File: config.mk
export PLATFORM = sky130hd
export DESIGN_NAME = sparse_merge_ctrl
export DESIGN_NICKNAME = d
export VERILOG_FILES = /design/src/rtl/sparse_merge_ctrl.sv
export SDC_FILE = /design/constraint.sdc
export NUM_CORES = 1
export LEC_CHECK = 0
export ABC_AREA = 1
export BUFFER_PORTS_ARGS = -buffer_cell sky130_fd_sc_hd__buf_2
export CAP_MARGIN = 30
export CORE_UTILIZATION = 44
export CTS_BUF_LIST = sky130_fd_sc_hd__clkbuf_8 sky130_fd_sc_hd__clkbuf_16
export DETAILED_ROUTE_END_ITERATION = 8
export PLACE_DENSITY = 0.73
export SLEW_MARGIN = 20
export SYNTH_ARGS = -nofsm -noshare
export SYNTH_HDL_FRONTEND = slang
export SYNTH_SLANG_ARGS = --single-unit
File: constraint.sdc
create_clock -name clk -period 1.7 [get_ports clk]
set_input_delay 0.085 -clock clk [delete_from_list [all_inputs] [get_ports clk]]
set_output_delay 0.085 -clock clk [all_outputs]
set_load 0.005 [all_outputs]
File: src/rtl/sparse_merge_ctrl.sv
// Sparse-vector merge sequencer feeding a CAS/accumulate pipeline.
// Optional SPMERGE_STATS_EN builds the issue/match statistics counters.
module sparse_merge_ctrl #(
    parameter int ADDRW     = 10,
    parameter int WL        = 32,
    parameter int PIPEDEPTH = 5
) (
    input  logic             clk,
    input  logic             rst,
    input  logic             start,
    input  logic             a_valid,
    output logic             a_ready,
    input  logic [ADDRW-1:0] a_index,
    input  logic [WL-1:0]    a_value,
    input  logic             a_last,
    input  logic             b_valid,
    output logic             b_ready,
    input  logic [ADDRW-1:0] b_index,
    input  logic [WL-1:0]    b_value,
    input  logic             b_last,
    input  logic             out_stall,
    output logic             cas_ena,
    output logic             cas_valid1,
    output logic             cas_valid2,
    output logic [ADDRW-1:0] cas_index1,
    output logic [ADDRW-1:0] cas_index2,
    output logic [WL-1:0]    cas_value1,
    output logic [WL-1:0]    cas_value2,
    output logic             busy,
    output logic             done,
    output logic             err,
    output logic [15:0]      issue_cnt,
    output logic [15:0]      match_cnt
);
    localparam int CW = $clog2(PIPEDEPTH + 1);

    typedef enum logic [1:0] {IDLE, MERGE, FLUSH} state_t;

    state_t state, state_nxt;

    logic a_done, b_done, a_seen, b_seen;
    logic [ADDRW-1:0] a_prev, b_prev;
    logic [CW-1:0] fcnt;
    logic adv, a_pop, b_pop, fin, flush_end, go;

    assign cas_ena = ~out_stall;
    assign busy    = (state != IDLE);
    assign adv     = (state == MERGE) & ~out_stall;
    assign go      = (state == IDLE) & start & ~out_stall;

    // Readiness never looks at its own valid: the lower index wins.
    assign a_ready = adv & ~a_done & (b_done | (b_valid & (a_index <= b_index)));
    assign b_ready = adv & ~b_done & (a_done | (a_valid & (b_index <= a_index)));
    assign a_pop   = a_ready & a_valid;
    assign b_pop   = b_ready & b_valid;

    assign fin = (a_done | (a_pop & a_last))
               & (b_done | (b_pop & b_last))
               & (a_pop | b_pop);
    assign flush_end = (state == FLUSH) & ~out_stall
                     & (fcnt == CW'(PIPEDEPTH - 1));

    always_comb begin
        state_nxt = state;
        unique case (state)
            IDLE:    if (go) state_nxt = MERGE;
            MERGE:   if (fin) state_nxt = FLUSH;
            FLUSH:   if (flush_end) state_nxt = IDLE;
            default: state_nxt = IDLE;
        endcase
    end

    always_ff @(posedge clk) begin
        if (rst) state <= IDLE;
        else     state <= state_nxt;
    end

    always_ff @(posedge clk) begin
        if (rst) begin
            a_done <= 1'b0;
            b_done <= 1'b0;
            a_seen <= 1'b0;
            b_seen <= 1'b0;
            a_prev <= '0;
            b_prev <= '0;
            err    <= 1'b0;
            fcnt   <= '0;
            done   <= 1'b0;
        end else begin
            done <= flush_end;
            if (go) begin
                a_done <= 1'b0;
                b_done <= 1'b0;
                a_seen <= 1'b0;
                b_seen <= 1'b0;
                err    <= 1'b0;
                fcnt   <= '0;
            end else begin
                if (a_pop) begin
                    a_done <= a_last;
                    a_seen <= 1'b1;
                    a_prev <= a_index;
                    if (a_seen && (a_index <= a_prev)) err <= 1'b1;
                end
                if (b_pop) begin
                    b_done <= b_last;
                    b_seen <= 1'b1;
                    b_prev <= b_index;
                    if (b_seen && (b_index <= b_prev)) err <= 1'b1;
                end
                if ((state == FLUSH) && !out_stall) fcnt <= fcnt + 1'b1;
            end
        end
    end

    always_ff @(posedge clk) begin
        if (rst) begin
            cas_valid1 <= 1'b0;
            cas_valid2 <= 1'b0;
            cas_index1 <= '0;
            cas_index2 <= '0;
            cas_value1 <= '0;
            cas_value2 <= '0;
        end else if (!out_stall) begin
            cas_valid1 <= a_pop | b_pop;
            cas_valid2 <= a_pop & b_pop;
            if (a_pop) begin
                cas_index1 <= a_index;
                cas_value1 <= a_value;
            end else if (b_pop) begin
                cas_index1 <= b_index;
                cas_value1 <= b_value;
            end
            if (a_pop && b_pop) begin
                cas_index2 <= b_index;
                cas_value2 <= b_value;
            end
        end
    end

`ifdef SPMERGE_STATS_EN
    always_ff @(posedge clk) begin
        if (rst) begin
            issue_cnt <= '0;
            match_cnt <= '0;
        end else if (go) begin
            issue_cnt <= '0;
            match_cnt <= '0;
        end else if (!out_stall) begin
            if (a_pop | b_pop) issue_cnt <= issue_cnt + 16'd1;
            if (a_pop & b_pop) match_cnt <= match_cnt + 16'd1;
        end
    end
`else
    assign issue_cnt = '0;
    assign match_cnt = '0;
`endif

endmodule

==> results.md <==
- Of the total synthesized cell area, the portion taken by XOR and XNOR cells is 0.
- In this run the top signal layer used is met4.
- By area, the combinational part of the netlist is dominated by compound AO/OA/AOI/OAI gates.
- At the later pin of the worst-skew pair, clock insertion delay measures 0.40 ns.
- Setup violations remaining at the end of the flow were counted as 31.
- The die outline area is 12,870 sq um.
- Using the TritonRoute via totals, the vias-per-cell ratio works out to 5.100.
- CTS saw 117 sinks.
- The most common cell in the synthesized netlist is nand2_1.
- Counting every instance in the synthesized netlist gives 723.
- The maximum vdd drop is 665.3 uV.
- The number of synthesized register bits is 117.
- The layout net count is 1,147.
- The category of the worst setup path launch point is a register.
- The initial cell density of the core is 0.4529.
- For this run, the top clock speed supported by timing is 0.5728 GHz.
- The library cell used as clock root buffer is clkbuf_16.
- The internal cell power is 5.669 mW.
- The instance area after placement is 6708 sq um.
- The number of antenna diodes in the final layout is 0.
- The mean post-synth cell area is 7.556 sq um.
- The detailed placer's ending HPWL is 11.22 mm.
- The switching share of power is 0.2358.
- After detailed routing, the met2 layer carries 10.09 mm of wire.
- The number of unique standard cell types used by synthesis is 33.
- The share of total power dissipated in sequential elements is 0.377.
- The number of pins with negative max-slew slack in the final report is 0.
- The final route contains 6,140 vias.
- Before CTS, the worst setup slack after placement is -0.3425 ns.
- In this run the tool buffered the top-level ports with 183 buffer cells.
- The number of maximum-capacitance constraint violations is 0.
- The detailed router finished its first iteration with 437 violations.
- The total length of routed met3 wires is 1.275 mm.
- From bottom edge to top edge, the die measures 113.4 um.
- The cell area after synthesis is 5463 sq um.
- The final antenna-violating net count is 0.
- By count the netlist is led by nand2_1, dfxtp_1, nor2_1.
- Entering global routing, the biggest net connects 83 pins.
- The arithmetic-cell share of the synthesized area counting full adders, half adders and majority gates is 0.07329.
- The number of core rows is 40.
- The kind of critical path is reg -> reg.
- Yosys mapped a number of flops with a built-in enable equal to 0.
- The number of H-tree levels is 4.
- The share of total power dissipated in the clock network is 0.511.
- The startpoint of the worst-slack reg-to-reg timing path is state[0]$_SDFFE_PP0P_.
- The residual DRC count is 0.
- The number of buffers created by CTS is 17.
- The total instance count after detailed placement is 1,078.
- The detailed-route wire length is 20.13 mm.
- The per-cell routed wire length is 16.72 um.
- The run finished, with violations left.
- The final critical delay including setup and external delays is 1.746 ns.
- The worst hold path startpoint is b_last.
- The signal arrival time at the worst endpoint is 2.03 ns.
- The share of the cycle needed by the critical path after routing is 1.027.
- The most used flip-flop cell after synthesis is dfxtp_1.
- For the final database, setup skew stands at 0.01017 ns.
- With fillers left out, the area of the finished cells amounts to 8942 sq um.
- The total routed wire length on the met1 layer is 8.305 mm.
- For this run, the total global-route usage over all layers was measured as 0.2618.
- Summed over all instances, the cell type with the most area after synthesis is dfxtp_1.
- The total iterations of the first detailed-routing run is 5.
- Counting flops with an async set or reset pin after synthesis yields a share of 0.
- The overall power consumption is 7.418 mW.
- In this run the static leakage power is 4.260 nW.
- The power density over cell area is 829.5 nW/um^2.
- The finished layout holds 1,204 standard cells, fillers aside.
- Of the synthesized area, sequential elements account for 0.4288.
- The worst setup path is captured at a register.
- The post-CTS clock slew at the launch and capture registers of the worst setup and hold paths is 0.06 ns.
- The number of warnings issued by yosys is 0.
- The data required time at the worst endpoint is 1.99 ns.
- The hold violation count in the final report is 0.
- Of the total power, combinational logic draws 0.112.
- The synthesized-area fraction occupied by and/or/nand/nor cells is 0.1851.
- The setup slack after layout is -0.04582 ns.
- The total global routing overflow is 0.
- The kind of path behind the tightest hold check is in -> reg.
- TritonCTS built the clock tree.
- The analysis attributes to net switching a power of 1.749 mW.
- In the post-synthesis netlist, the biggest area contributors are dfxtp_1, nand2_1, o21ai_0, ha_1, nor2_1.
- From synthesis to final layout, the design area changed by 63.70%.
- The number of antenna violations at the first check in global routing was 0.
- The final reports fail on negative setup slack.
- The placeable core region is 12,060 sq um.
- Of the cells placed in the final design, the portion with a size suffix greater than 1 is 0.3649.
- The top-area cell type share of the netlist area is 0.4288.
- 216 I/O pins were placed.
- After synthesis, the share of cell area in mux cells is 0.
- In this run the horizontal extent of the chip is 113.4 um.
- The critical path startpoint is state[0]$_SDFFE_PP0P_.
- Setup repair after global routing could not meet its margin everywhere.
- The share of the synthesized area in compound gates (AO/OA/AOI/OAI) is 0.1892.
- The via count of the first global-routing pass was 5,516.
- The first-pass GRT wire length is 26.59 mm.
- The maximum fanout count along the critical path is 7.
- The deepest clock path buffer count is 2.
- Routability-driven placement finished with a final weighted congestion of 0.8509.
## registers in the layout, indices dropped and copies added (netlist names)
register,count
done,1
a_prev,10
a_done,1
b_prev,10
cas_index1,10
b_done,1
cas_valid2,1
err,1
state,2
cas_index2,10
cas_value1,32
cas_valid1,1
a_seen,1
cas_value2,32
b_seen,1
fcnt,3
## cell usage in the layout, fill, tap and decap left out, types with 2 or more instances in the layout
cell type / synthesis / final
buf_6: 2 / 8
clkinv_2: 1 / 2
nand4_1: 5 / 5
o21ai_1: 7 / 12
o21ai_2: 0 / 2
a21oi_1: 40 / 37
nand2_1: 134 / 128
nor3_1: 2 / 2
a21oi_2: 1 / 4
o21bai_1: 2 / 2
ha_4: 0 / 7
nand3_2: 2 / 3
ha_1: 32 / 25
inv_2: 1 / 6
buf_4: 35 / 40
a31oi_1: 42 / 39
dfxtp_1: 117 / 114
a31oi_2: 0 / 3
nand3_4: 0 / 2
conb_1: 1 / 32
inv_1: 58 / 54
o21ai_0: 90 / 83
bufinv_16: 0 / 4
dfxtp_2: 0 / 3
clkbuf_16: 0 / 27
nand2_8: 0 / 2
clkinv_4: 0 / 4
nand3_1: 7 / 4
buf_2: 21 / 183
nor2_1: 94 / 46
dlygate4sd3_1: 0 / 67
nor2_4: 2 / 31
nor2_2: 0 / 19
clkinvlp_4: 0 / 3
buf_12: 0 / 12
nand2_2: 2 / 7
a21boi_1: 0 / 2
## metrics by stage
step	setup TNS, ns	hold WS [ns]	util
final	-0.5152	0.03964	0.7414
after floorplan	-0.2586	0.1541	-
after CTS	-0.002622	0.001324	0.6660
after global routing	-5.449	0.02107	0.7414
after detailed placement	-28.74	0.3287	0.5561
after global placement	-22.25	0.3236	0.5561
## metal layers
layer | track usage | vias to the layer above
li1 | - | 2934
met1 | 0.3203 | 2878
met2 | 0.4524 | 287
met3 | 0.06164 | 41
met4 | 0.08860 | 0
met5 | 0 | -
## critical path, cell delays in order, from the launching register on
cell and delay, ns:
dfxtp_2 0.33, inv_2 0.05, nor2_4 0.10, nand2_4 0.08, nor2_4 0.11, buf_6 0.11
nand3_4 0.09, nor2_4 0.23, clkinv_4 0.17, clkbuf_16 0.22, nor2_4 0.09, nor2_1 0.05
## cell type report
type | instances | area, sq um
clock buffers | 18 | 439.2
clock inverters | 14 | 186.4
fillers | 870 | 3119
inverters | 60 | 235.2
multi-input cells | 506 | 3043
flip-flops and latches | 117 | 2346
well taps | 168 | 210.2
repair buffers | 321 | 2482
## path summary, 6_finish.rpt
path | slack (ns) | to | depth (start not counted)
max | -0.05 | cas_value2[26]$_SDFFE_PP0P_ | 11
min | 0.04 | b_done$_SDFFE_PP0N_ | 3
max reg2reg | -0.05 | cas_value2[26]$_SDFFE_PP0P_ | 11
min reg2reg | 0.45 | a_seen$_SDFFE_PP0N_ | 2
## timing repair
action | CTS | global route
buffers inserted | 0 | 13
pin swaps | 4 | 28
hold buffers | 67 | 0
setup endpoints to repair | 80 | 98
cloned | 0 | 14
hold endpoints to repair | 67 | 0
resized for setup | 9 | 132
## cell families after synthesis
logic type | Yosys count
other | 1
flip-flops | 117
AND/OR/NAND/NOR | 251
adder cells (fa/ha/maj) | 32
buffers and inverters | 132
AO/OA/AOI/OAI | 190
## power groups by stage
stage	sequential, mW	combinational [mW]	clock, mW
5_1_grt	2.80	0.901	3.94
2_1_floorplan	2.85	0.312	0
3_5_place_dp	2.85	0.565	0
3_3_place_gp	2.85	0.560	0
4_1_cts	2.79	0.696	3.81
6_report	2.79	0.834	3.79
Power figures use the tool's default switching activity.
